[config.mk]
export PLATFORM = sky130hd
export DESIGN_NAME = alu_control_stage
export DESIGN_NICKNAME = d
export VERILOG_FILES = /design/src/rtl/alu_control_stage.sv
export SDC_FILE = /design/constraint.sdc
export NUM_CORES = 1
export LEC_CHECK = 0
export BUFFER_PORTS_ARGS = -buffer_cell sky130_fd_sc_hd__buf_2
export CAP_MARGIN = 0
export CORE_ASPECT_RATIO = 0.7
export CORE_MARGIN = 2
export CORE_UTILIZATION = 52
export DETAILED_ROUTE_END_ITERATION = 7
export GPL_ROUTABILITY_DRIVEN = 0
export PLACE_DENSITY = 0.84
export SETUP_SLACK_MARGIN = 0.4
export SLEW_MARGIN = 20
export SYNTH_ARGS = -nofsm -noshare
export SYNTH_HDL_FRONTEND = slang
export SYNTH_SLANG_ARGS = --single-unit
[constraint.sdc]
create_clock -name Clk -period 4.4 [get_ports Clk]
set_clock_uncertainty 0.05 [all_clocks]
set_input_delay 0.66 -clock Clk [delete_from_list [all_inputs] [get_ports Clk]]
set_output_delay 0.66 -clock Clk [all_outputs]
set_load 0.05 [all_outputs]
[src/rtl/alu_control_stage.sv]
// -----------------------------------------------------------------------------
// alu_control_stage
//
// Purpose:
//   This is a registered pipeline stage between ID/EX and the ALU. It decodes a
//   32-bit MIPS instruction into an ALUOp code and holds the result behind a
//   valid/ready handshake. A multiply-class op (mult, multu, mul, madd, msub)
//   keeps the ALU busy for MUL_CYCLES cycles. A small two-state FSM refuses new
//   instructions until the multiply has finished.
//
// Parameters:
//   OP_W        ALUOp width (>= 5). The 5-bit codes are zero-extended to OP_W.
//   MUL_CYCLES  Cycles a multiply-class op occupies the ALU (>= 1).
//
// Optional build macro:
//   ALU_CTRL_STATS_EN  When defined, the module adds the AcceptCount and
//                      MulStallCount outputs and their 32-bit wrapping counters.
//
// Ports:
//   Clk           in   clock, rising edge
//   Rst           in   synchronous active-high reset
//   Instruction   in   [31:0] instruction to decode
//   InValid       in   Instruction is valid this cycle
//   InReady       out  stage can accept an instruction (combinational)
//   Stall         in   downstream cannot take the output this cycle
//   Flush         in   kill the held output and any multiply in progress
//   OutValid      out  registered output is valid
//   ALUOp         out  [OP_W-1:0] registered ALU operation code
//   IsMulClass    out  registered: the held op is multiply-class
//   Illegal       out  registered: the held instruction did not decode
//   MulBusy       out  FSM is waiting out a multiply
//   AcceptCount   out  [31:0] accepted instructions (stats build only)
//   MulStallCount out  [31:0] cycles with MulBusy && InValid (stats build only)
// -----------------------------------------------------------------------------
module alu_control_stage #(
    parameter int OP_W       = 5,
    parameter int MUL_CYCLES = 4
) (
    input  logic            Clk,
    input  logic            Rst,
    input  logic [31:0]     Instruction,
    input  logic            InValid,
    output logic            InReady,
    input  logic            Stall,
    input  logic            Flush,
    output logic            OutValid,
    output logic [OP_W-1:0] ALUOp,
    output logic            IsMulClass,
    output logic            Illegal,
    output logic            MulBusy
`ifdef ALU_CTRL_STATS_EN
    ,
    output logic [31:0]     AcceptCount,
    output logic [31:0]     MulStallCount
`endif
);

    localparam int CNT_W = (MUL_CYCLES > 1) ? $clog2(MUL_CYCLES) : 1;
    localparam logic [CNT_W-1:0] CNT_LOAD = CNT_W'(MUL_CYCLES - 1);

    typedef enum logic {
        IDLE    = 1'b0,
        MULWAIT = 1'b1
    } state_t;

    typedef struct packed {
        logic [4:0] code;
        logic       mul;
        logic       ill;
    } dec_t;

    // Decode table. Any encoding not listed here yields code 0 with ill set.
    function automatic dec_t decode(input logic [31:0] ins);
        dec_t d;
        d.code = 5'b00000;
        d.mul  = 1'b0;
        d.ill  = 1'b0;
        case (ins[31:26])
            6'b000000: begin
                case (ins[5:0])
                    6'b100000: d.code = 5'b00000; // add
                    6'b100001: d.code = 5'b01100; // addu
                    6'b100100: d.code = 5'b00011; // and
                    6'b100111: d.code = 5'b00110; // nor
                    6'b100101: d.code = 5'b00100; // or
                    6'b100010: d.code = 5'b00001; // sub
                    6'b100110: d.code = 5'b00101; // xor
                    6'b000000: d.code = 5'b00111; // sll
                    6'b000100: d.code = 5'b10001; // sllv
                    6'b000011: d.code = 5'b01010; // sra
                    6'b000111: d.code = 5'b10011; // srav
                    // srl/rotr share a funct; bit 21 (the R field) selects rotate
                    6'b000010: d.code = ins[21] ? 5'b01001 : 5'b01000;
                    // srlv/rotrv share a funct; bit 6 selects rotate
                    6'b000110: d.code = ins[6] ? 5'b10100 : 5'b10010;
                    6'b101010: d.code = 5'b01110; // slt
                    6'b101011: d.code = 5'b10000; // sltu
                    6'b001011,
                    6'b001010: d.code = 5'b10101; // movn / movz
                    6'b011000: begin d.code = 5'b00010; d.mul = 1'b1; end // mult
                    6'b011001: begin d.code = 5'b01101; d.mul = 1'b1; end // multu
                    default:   d.ill = 1'b1;
                endcase
            end
            6'b001000: d.code = 5'b00000; // addi
            6'b001001: d.code = 5'b01100; // addiu
            6'b001010: d.code = 5'b01110; // slti
            6'b001011: d.code = 5'b10000; // sltiu
            6'b001100: d.code = 5'b00011; // andi
            6'b001101: d.code = 5'b00100; // ori
            6'b001110: d.code = 5'b00101; // xori
            6'b011100: begin
                // SPECIAL2: mul, madd and msub all map onto the multiplier
                if (ins[5:0] == 6'b000010 || ins[5:0] == 6'b000000 ||
                    ins[5:0] == 6'b000100) begin
                    d.code = 5'b00010;
                    d.mul  = 1'b1;
                end else begin
                    d.ill = 1'b1;
                end
            end
            6'b011111: begin
                // SPECIAL3 BSHFL: the sa field picks seb or seh
                if (ins[5:0] == 6'b100000 && ins[10:6] == 5'b10000) begin
                    d.code = 5'b01111;
                end else if (ins[5:0] == 6'b100000 && ins[10:6] == 5'b11000) begin
                    d.code = 5'b01011;
                end else begin
                    d.ill = 1'b1;
                end
            end
            default: d.ill = 1'b1;
        endcase
        return d;
    endfunction

    state_t           state_q, state_d;
    logic [CNT_W-1:0] cnt_q, cnt_d;
    logic             out_valid_q, out_valid_d;
    logic [OP_W-1:0]  alu_op_q, alu_op_d;
    logic             is_mul_q, is_mul_d;
    logic             illegal_q, illegal_d;
    dec_t             dec;
    logic             accept;
    logic             unused_ins_bits;

    // The decoder does not look at the register fields, apart from bit 21.
    assign unused_ins_bits = ^{Instruction[25:22], Instruction[20:11]};

    assign dec     = decode(Instruction);
    assign InReady = !Flush && (state_q == IDLE) && !(out_valid_q && Stall);
    assign accept  = InValid && InReady;

    always_comb begin
        state_d     = state_q;
        cnt_d       = cnt_q;
        out_valid_d = out_valid_q;
        alu_op_d    = alu_op_q;
        is_mul_d    = is_mul_q;
        illegal_d   = illegal_q;

        // Output register: load on accept, hold under stall, otherwise drain.
        // When the stage drains, only the valid bit drops. The payload keeps its last value.
        if (Flush) begin
            out_valid_d = 1'b0;
        end else if (accept) begin
            out_valid_d = 1'b1;
            alu_op_d    = OP_W'(dec.code);
            is_mul_d    = dec.mul;
            illegal_d   = dec.ill;
        end else if (!(out_valid_q && Stall)) begin
            out_valid_d = 1'b0;
        end

        // Multiply sequencer. The counter ignores Stall because the ALU is busy
        // either way.
        if (Flush) begin
            state_d = IDLE;
            cnt_d   = '0;
        end else begin
            case (state_q)
                IDLE: begin
                    if (MUL_CYCLES > 1 && accept && dec.mul) begin
                        state_d = MULWAIT;
                        cnt_d   = CNT_LOAD;
                    end
                end
                MULWAIT: begin
                    cnt_d = cnt_q - CNT_W'(1);
                    if (cnt_q == CNT_W'(1)) begin
                        state_d = IDLE;
                    end
                end
                default: begin
                    state_d = IDLE;
                    cnt_d   = '0;
                end
            endcase
        end
    end

    // Stage boundary: decoded instruction -> ALU
    always_ff @(posedge Clk) begin
        if (Rst) begin
            state_q     <= IDLE;
            cnt_q       <= '0;
            out_valid_q <= 1'b0;
            alu_op_q    <= '0;
            is_mul_q    <= 1'b0;
            illegal_q   <= 1'b0;
        end else begin
            state_q     <= state_d;
            cnt_q       <= cnt_d;
            out_valid_q <= out_valid_d;
            alu_op_q    <= alu_op_d;
            is_mul_q    <= is_mul_d;
            illegal_q   <= illegal_d;
        end
    end

    assign OutValid   = out_valid_q;
    assign ALUOp      = alu_op_q;
    assign IsMulClass = is_mul_q;
    assign Illegal    = illegal_q;
    assign MulBusy    = (state_q == MULWAIT);

`ifdef ALU_CTRL_STATS_EN
    logic [31:0] accept_cnt_q;
    logic [31:0] mul_stall_cnt_q;

    always_ff @(posedge Clk) begin
        if (Rst) begin
            accept_cnt_q    <= '0;
            mul_stall_cnt_q <= '0;
        end else begin
            if (accept) begin
                accept_cnt_q <= accept_cnt_q + 32'd1;
            end
            if (MulBusy && InValid) begin
                mul_stall_cnt_q <= mul_stall_cnt_q + 32'd1;
            end
        end
    end

    assign AcceptCount   = accept_cnt_q;
    assign MulStallCount = mul_stall_cnt_q;
`endif

endmodule

==> PnR_summary.wiki, run 1 <==
{| class="wikitable"
! Metric !! Value
|-
| Worst min-delay path class || flop to flop
|-
| Number of warnings issued by yosys || 0
|-
| Peak fanout along the critical path || 5
|-
| Startpoint of the most critical hold path || OutValid
|-
| Number of vias after detailed routing || 1,361
|-
| Run status || completed
|-
| Number of instances in the synthesized netlist || 160
|-
| Post-Layout Inst Area || 1360 sq um
|-
| Sw frac || 0.339
|-
| Share of post-route cells with drive strength above 1 || 0.262
|-
| Fillcell total || 209
|-
| Diodes inserted || 0
|-
| Total Die Area || 2740 sq um
|-
| Element type at the critical path start || input port
|-
| Antenna violations before repair || 0
|-
| Delay of the slowest cell on the worst path || 0.33 ns
|-
| Leakage power summed over all cells || 0.505 nW
|-
| Start-to-end type of the worst setup path || input port to output port
|-
| CTS tree || yes
|-
| Endpoint of the worst-slack reg-to-reg timing path || ALUOp[0]
|-
| First-pass GRT wire length || 5400 microns
|-
| Most common cell after layout, fill and taps aside || sky130_fd_sc_hd__buf_2
|-
| CORE AREA || 2170 sq um
|-
| Max Clk Rate || 0.463 GHz
|-
| Total setup violations reported at the end of the flow || 0
|-
| Endpoint kind of the worst setup timing path || output port
|-
| Clk network pwr share || 0.262
|-
| Routed metal-1 wire length || 1430 microns
|-
| Number of global-route vias before repair || 1,212
|-
| Final HPWL DP || 2490 microns
|-
| Cell Area, Synth || 1210 sq um
|-
| Unrepaired setup endpoints after global routing || no
|-
| Depth of the worst hold-timing path || 2
|-
| Number of distinct standard cells referenced by the synthesized netlist || 58
|-
| All-Layer GR Usage || 0.259
|-
| Combinational Power Share || 0.329
|-
| Resized cells post-CTS || 0
|-
| TritonRoute pass-1 iters || 5
|-
| Post-route antenna net violation count || 0
|-
| Most repeated library cell on the critical path || sky130_fd_sc_hd__buf_2
|-
| Core occupancy in the finished layout || 0.627
|-
| Endpoints failing hold || 0
|-
| H-Tree Level Count || 1
|-
| Area added between synthesis and finish || 12.3%
|-
| Effective utilization at floorplan || 0.558
|-
| Remaining global-route overflow || 0
|-
| Post-synthesis sequential area ratio || 0.182
|-
| Setup slack after layout || 2.24 ns
|-
| Register-to-register path setup slack || 2.44 ns
|-
| Sw power || 0.0845 mW
|-
| Depth of the worst register-to-register path || 5
|-
| Pre-CTS WS || 2.03 ns
|-
| Num CTS Buffers || 3
|-
| Cts-stage hold buffer count || 0
|-
| Met2 routed wirelength || 1540 microns
|-
| Violation count after the first detailed-routing iteration || 98
|-
| Internal power summed over all cells || 0.165 mW
|-
| Largest net degree at the start of global routing || 23
|-
| Clk sink count || 11
|-
| Number of flip-flops and latches in the synthesized netlist || 11
|-
| Average vias per placed instance || 6.33
|-
| Relative contribution of sequential cells to total power || 0.409
|-
| WHS Endpoint || OutValid
|-
| Top routing layer in use || met4
|-
| Maximum capacitance violations || 0
|-
| Slew @ Worst Pin || 0.455 ns
|-
| Primary flip-flop cell chosen by synthesis mapping || sky130_fd_sc_hd__dfxtp_1
|-
| Leading cell types in the layout, fill and taps excluded || sky130_fd_sc_hd__buf_2 (32), sky130_fd_sc_hd__a21oi_1 (13), sky130_fd_sc_hd__dfxtp_1 (11), sky130_fd_sc_hd__nor2_1 (11)
|-
| CTS root buffer || sky130_fd_sc_hd__clkbuf_4
|-
| Post-CTS repair timing setup buffer count || 0
|-
| Final Critical Period || 2.16 ns
|-
| Total negative slack || 0 ns
|-
| Total power draw || 0.249 mW
|-
| Clk Latency, worst-skew pair || 0.26 ns
|-
| Async set-reset flop share out of synthesis || 0
|-
| Total power divided by cell area || 183 nW/um^2
|-
| Arrival @ worst endpoint || 1.45 ns
|-
| Peak supply drop || 0.0000791 V
|-
| Die Wd || 61.7 microns
|-
| Layout Nets || 222
|-
| # DRC || 0
|-
| Clock transition at the registers of the reported paths || 0.06 ns
|-
| Storage element area || 220 sq um
|-
| Post-Syn Nets || 198
|-
| Aggregate routed wire length || 3230 microns
|-
| Pins over their slew limit || 0
|-
| IO buf count || 32
|-
| Max-slew headroom || 0.697
|-
| Multi-input gate area || 888 sq um
|-
| Total I/O pin count || 47
|-
| Wire length per cell after detailed routing || 15.0 microns
|-
| Cell type of the slowest stage on the worst timing path || sky130_fd_sc_hd__buf_2
|-
| Buffer depth of the longest clock path || 2
|-
| Data required time at the worst endpoint || 3.69 ns
|-
| Cell Chain, Critical Path || buf_2 > a211oi_2 > buf_2
|-
| Number of enable-type register cells in the synthesized netlist || 0
|-
| Dpl cell area || 1340 sq um
|-
| Reg-to-reg startpoint || MulBusy
|-
| Post-route fraction of the period consumed by the critical path || 0.491
|-
| Met3 routed wirelength || 251 microns
|-
| Y dimension of the die || 44.4 microns
|-
| Site row count || 14
|-
| Synth Area per Inst || 7.58 sq um
|}
## routing by layer
metal,track usage,up-vias
li1,-,656
met1,0.356,632
met2,0.408,71
met3,0.0673,2
met4,0.0596,0
met5,0,-
## worst max path at each step
stage / startpoint / to / slack [ns] / cells past startpoint
after CTS: Flush / InReady / 2.24 / 3
after global routing: Flush / ALUOp[0] / 2.12 / 6
final: Flush / InReady / 2.24 / 3
after detailed placement: Instruction[0] / ALUOp[0] / 2.03 / 6
after global placement: Instruction[5] / cnt_q[1] / 2.13 / 6
after floorplan: Stall / ALUOp[2] / 1.92 / 5
## synth_stat cells (2+ instances only)
cell type | instances | area share
sky130_fd_sc_hd__a22oi_1 | 2 | 0.012
sky130_fd_sc_hd__buf_2 | 8 | 0.033
sky130_fd_sc_hd__o22ai_1 | 3 | 0.015
sky130_fd_sc_hd__a211oi_1 | 5 | 0.031
sky130_fd_sc_hd__or3_1 | 2 | 0.010
sky130_fd_sc_hd__nor2b_1 | 6 | 0.031
sky130_fd_sc_hd__inv_1 | 7 | 0.022
sky130_fd_sc_hd__o21ai_0 | 7 | 0.029
sky130_fd_sc_hd__a311oi_1 | 3 | 0.022
sky130_fd_sc_hd__nor4_1 | 2 | 0.010
sky130_fd_sc_hd__nand2b_1 | 9 | 0.046
sky130_fd_sc_hd__nor2_1 | 11 | 0.034
sky130_fd_sc_hd__a31oi_1 | 2 | 0.010
sky130_fd_sc_hd__buf_6 | 2 | 0.019
sky130_fd_sc_hd__nand4_1 | 2 | 0.010
sky130_fd_sc_hd__clkbuf_1 | 2 | 0.0062
sky130_fd_sc_hd__a2111oi_2 | 2 | 0.025
sky130_fd_sc_hd__dfxtp_1 | 11 | 0.18
sky130_fd_sc_hd__nand2_1 | 9 | 0.028
sky130_fd_sc_hd__o31a_1 | 2 | 0.014
sky130_fd_sc_hd__nor3_1 | 8 | 0.033
sky130_fd_sc_hd__a21oi_1 | 13 | 0.054
sky130_fd_sc_hd__a21boi_0 | 2 | 0.012
sky130_fd_sc_hd__nand3_1 | 3 | 0.012
sky130_fd_sc_hd__and3_1 | 2 | 0.010
sky130_fd_sc_hd__o211ai_1 | 3 | 0.019
## through the flow
stage	hold WS (ns)	cells
floorplan	0.413	160
global placement	0.418	211
detailed placement	0.440	211
CTS	0.448	215
global route	0.474	215
finish	0.443	215
## logic make-up after synthesis
family / count (synthesis) / share of synthesized area
AND/OR/NAND/NOR: 68 / 0.355
AO/OA/AOI/OAI: 57 / 0.345
buffers and inverters: 20 / 0.0857
flip-flops: 11 / 0.182
XOR/XNOR: 2 / 0.0145
multiplexers: 1 / 0.00826
adder cells (fa/ha/maj): 1 / 0.0103
## state kept, by name, indices dropped and copies added (netlist names)
| register | count |
|---|---|
| Illegal | 1 |
| MulBusy | 1 |
| IsMulClass | 1 |
| OutValid | 1 |
| cnt_q | 2 |
| ALUOp | 5 |
## area by class of cell
class / instances / area share
timing repair buffer: 32 / 0.118
multi-input combinational: 129 / 0.653
clock buffer: 4 / 0.0193
inverter: 7 / 0.0193
sequential: 11 / 0.162
tap: 32 / 0.0294
## worst max-delay path, delay by kind of cell
kind / cells / cell delay (ns)
buf+inv: 2 / 0.47
compound gates: 1 / 0.32
## power by group through the flow
| stage | logic [mW] | clock network, mW | registers [mW] |
|---|---|---|---|
| final | 0.0820 | 0.0653 | 0.102 |
| after detailed placement | 0.0802 | 0 | 0.104 |
| after floorplan | 0.0540 | 0 | 0.109 |
| after global routing | 0.0894 | 0.0727 | 0.102 |
| after CTS | 0.0808 | 0.0664 | 0.102 |
| after global placement | 0.0772 | 0 | 0.104 |
Power figures use the tool's default switching activity.
==> run 2: changes to the inputs <==
Settings changed: CORE_UTILIZATION 52 to 44, PLACE_DENSITY 0.84 to 0.76.
Clock period 4.4 ns to 1.8 ns, I/O delays scaled along.
==> run 2 against run 1 <==
Worst hold slack lost 0.19 ns; non-clock buffer count increased by 24; design area up 30%; sequential cell count did not move; count of clock-buffer cells in the layout unchanged; global-route usage shrank 2.4 points; routed wire length grew 30%; largest power group is now combinational logic.
==> PnR_summary.wiki, run 2 (same netlist as run 1, synthesis figures left out) <==
{| class="wikitable"
! Metric !! Value
|-
| All-Layer GR Usage || 0.235
|-
| WHS Endpoint || MulBusy
|-
| Share of post-route cells with drive strength above 1 || 0.440
|-
| Clk network pwr share || 0.321
|-
| Num CTS Buffers || 3
|-
| Peak supply drop || 0.000247 V
|-
| Sw frac || 0.334
|-
| Startpoint of the most critical hold path || Flush
|-
| Layout Nets || 246
|-
| Worst min-delay path class || input port to flop
|-
| Maximum capacitance violations || 0
|-
| Post-route insts no fill || 241
|-
| Antenna violations before repair || 0
|-
| Leakage power summed over all cells || 0.690 nW
|-
| Total Die Area || 3200 sq um
|-
| CORE AREA || 2530 sq um
|-
| Site row count || 15
|-
| Count of placed standard cells including taps || 228
|-
| Grt met1 use || 0.314
|-
| Average vias per placed instance || 6.42
|-
| Dpl cell area || 1470 sq um
|-
| Post-Layout Inst Area || 1770 sq um
|-
| Relative contribution of sequential cells to total power || 0.317
|-
| Wire length per cell after detailed routing || 17.4 microns
|-
| Post-route fraction of the period consumed by the critical path || 0.888
|-
| Endpoint of the worst-slack reg-to-reg timing path || ALUOp[3]
|-
| Run status || completed
|-
| Cell type of the slowest stage on the worst timing path || sky130_fd_sc_hd__nor4_1
|-
| Endpoints failing hold || 0
|-
| Diodes inserted || 0
|-
| Sw power || 0.261 mW
|-
| Pins over their slew limit || 0
|-
| Global routing met3 resource utilization || 0.0329
|-
| Effective utilization at floorplan || 0.479
|-
| Register-to-register path setup slack || 0.25 ns
|-
| Total negative slack || 0 ns
|-
| Global routing met2 resource utilization || 0.416
|-
| Aggregate routed wire length || 4200 microns
|-
| Arrival @ worst endpoint || 1.70 ns
|-
| H-Tree Level Count || 1
|-
| Data required time at the worst endpoint || 1.90 ns
|-
| Fillcell total || 185
|-
| Max Clk Rate || 0.626 GHz
|-
| Clk sink count || 11
|-
| Total power divided by cell area || 441 nW/um^2
|-
| Peak fanout along the critical path || 16
|-
| Post-route antenna net violation count || 0
|-
| IO buf count || 32
|-
| Endpoint kind of the worst setup timing path || flop
|-
| Number of global-route vias before repair || 1,303
|-
| Clock transition at the registers of the reported paths || 0.05 ns
|-
| Buffer depth of the longest clock path || 2
|-
| Slew @ Worst Pin || 0.411 ns
|-
| Critical path's top delay family || simple AND/OR/NAND/NOR gates
|-
| Final Critical Period || 1.60 ns
|-
| Total setup violations reported at the end of the flow || 0
|-
| Unrepaired setup endpoints after global routing || yes
|-
| Leading cell types in the layout, fill and taps excluded || sky130_fd_sc_hd__buf_2 (24), sky130_fd_sc_hd__buf_4 (19), sky130_fd_sc_hd__nor2_1 (10), sky130_fd_sc_hd__buf_6 (10)
|-
| Reg-to-reg startpoint || OutValid
|-
| Die Wd || 66.7 microns
|-
| Cell Chain, Critical Path || buf_2 > buf_4 > nor4_1 > a31oi_1 > nor3_1 > o21ai_0 > a311oi_1
|-
| # DRC || 0
|-
| Most common cell after layout, fill and taps aside || sky130_fd_sc_hd__buf_2
|-
| Depth of the worst register-to-register path || 6
|-
| Area added between synthesis and finish || 46.0%
|-
| Remaining global-route overflow || 0
|-
| Element type at the critical path start || input port
|-
| Total I/O pin count || 47
|-
| Number of vias after detailed routing || 1,548
|-
| CTS root buffer || sky130_fd_sc_hd__clkbuf_8
|-
| Delay of the slowest cell on the worst path || 0.30 ns
|-
| Final HPWL DP || 2760 microns
|-
| TritonRoute pass-1 iters || 5
|-
| Number of flip-flops under the largest register name || 5
|-
| Internal power summed over all cells || 0.520 mW
|-
| Depth of the worst hold-timing path || 2
|-
| Largest net degree at the start of global routing || 18
|-
| CTS tree || yes
|-
| Total power draw || 0.781 mW
|-
| Start-to-end type of the worst setup path || input port to flop
|-
| Max-slew headroom || 0.721
|-
| GRT busiest layer || met2
|-
| Violation count after the first detailed-routing iteration || 185
|-
| Clk Latency, worst-skew pair || 0.24 ns
|-
| First-pass GRT wire length || 5800 microns
|-
| Y dimension of the die || 47.9 microns
|-
| Count of buffering cells on the critical path with inverters included || 2
|-
| Combinational Power Share || 0.362
|}
==> run 2: cell types whose count changed in the layout (fill, tap and decap cells not counted), moves of 3 or more <==
| cell | delta |
|---|---|
| sky130_fd_sc_hd__clkbuf_8 | +3 |
| sky130_fd_sc_hd__buf_4 | +19 |
| sky130_fd_sc_hd__buf_2 | -8 |
| sky130_fd_sc_hd__a21oi_2 | +4 |
| sky130_fd_sc_hd__a211oi_2 | +3 |
| sky130_fd_sc_hd__buf_6 | +10 |
| sky130_fd_sc_hd__a21oi_1 | -5 |
| sky130_fd_sc_hd__a211oi_1 | -4 |
==> run 2: worst max path at each step <==
stage / start / end / slack (ns) / depth (start not counted)
floorplan: MulBusy / ALUOp[0] / -0.12 / 5
global placement: Instruction[5] / ALUOp[3] / -0.004 / 6
detailed placement: Instruction[5] / ALUOp[3] / -0.04 / 6
CTS: OutValid / ALUOp[1] / 0.24 / 5
global route: Instruction[27] / ALUOp[2] / 0.14 / 6
finish: Instruction[1] / ALUOp[2] / 0.20 / 7
==> run 2: through the flow <==
stage / hold WS, ns / utilization / worst slack, ns
5_1_grt: 0.268 / 0.699 / 0.144
4_1_cts: 0.266 / 0.621 / 0.238
3_5_place_dp: 0.445 / 0.578 / -0.0445
6_report: 0.254 / 0.699 / 0.202
3_3_place_gp: 0.420 / 0.578 / -0.00419
2_1_floorplan: 0.289 / - / -0.115
==> run 2: power groups by stage <==
stage	logic (mW)	registers, mW	clock network [mW]
after global placement	0.216	0.252	0
after CTS	0.236	0.247	0.248
after detailed placement	0.225	0.252	0
after global routing	0.298	0.248	0.266
after floorplan	0.133	0.265	0
final	0.282	0.248	0.251
==> run 2: timing repair <==
item	CTS	global route
hold endpoints to repair	0	0
hold buffers	0	0
endpoints found under the setup margin	9	12
setup buffers	4	5
resized for setup	6	43
pin swaps	9	16
==> run 2: cell type report <==
cell class	instances	area, sq um	share of cell area
inverters	7	26.3	0.0148
multi-input cells	129	1020	0.574
flip-flops and latches	11	228	0.129
repair buffers	56	413	0.233
clock buffers	4	45.0	0.0254
well taps	34	42.5	0.0240
==> run 2: per-layer routing <==
metal / wire length (microns) / share of wire
met2: 2020 / 0.48
met1: 1690 / 0.40
met4: 75 / 0.018
met3: 412 / 0.098
met5: 0 / 0
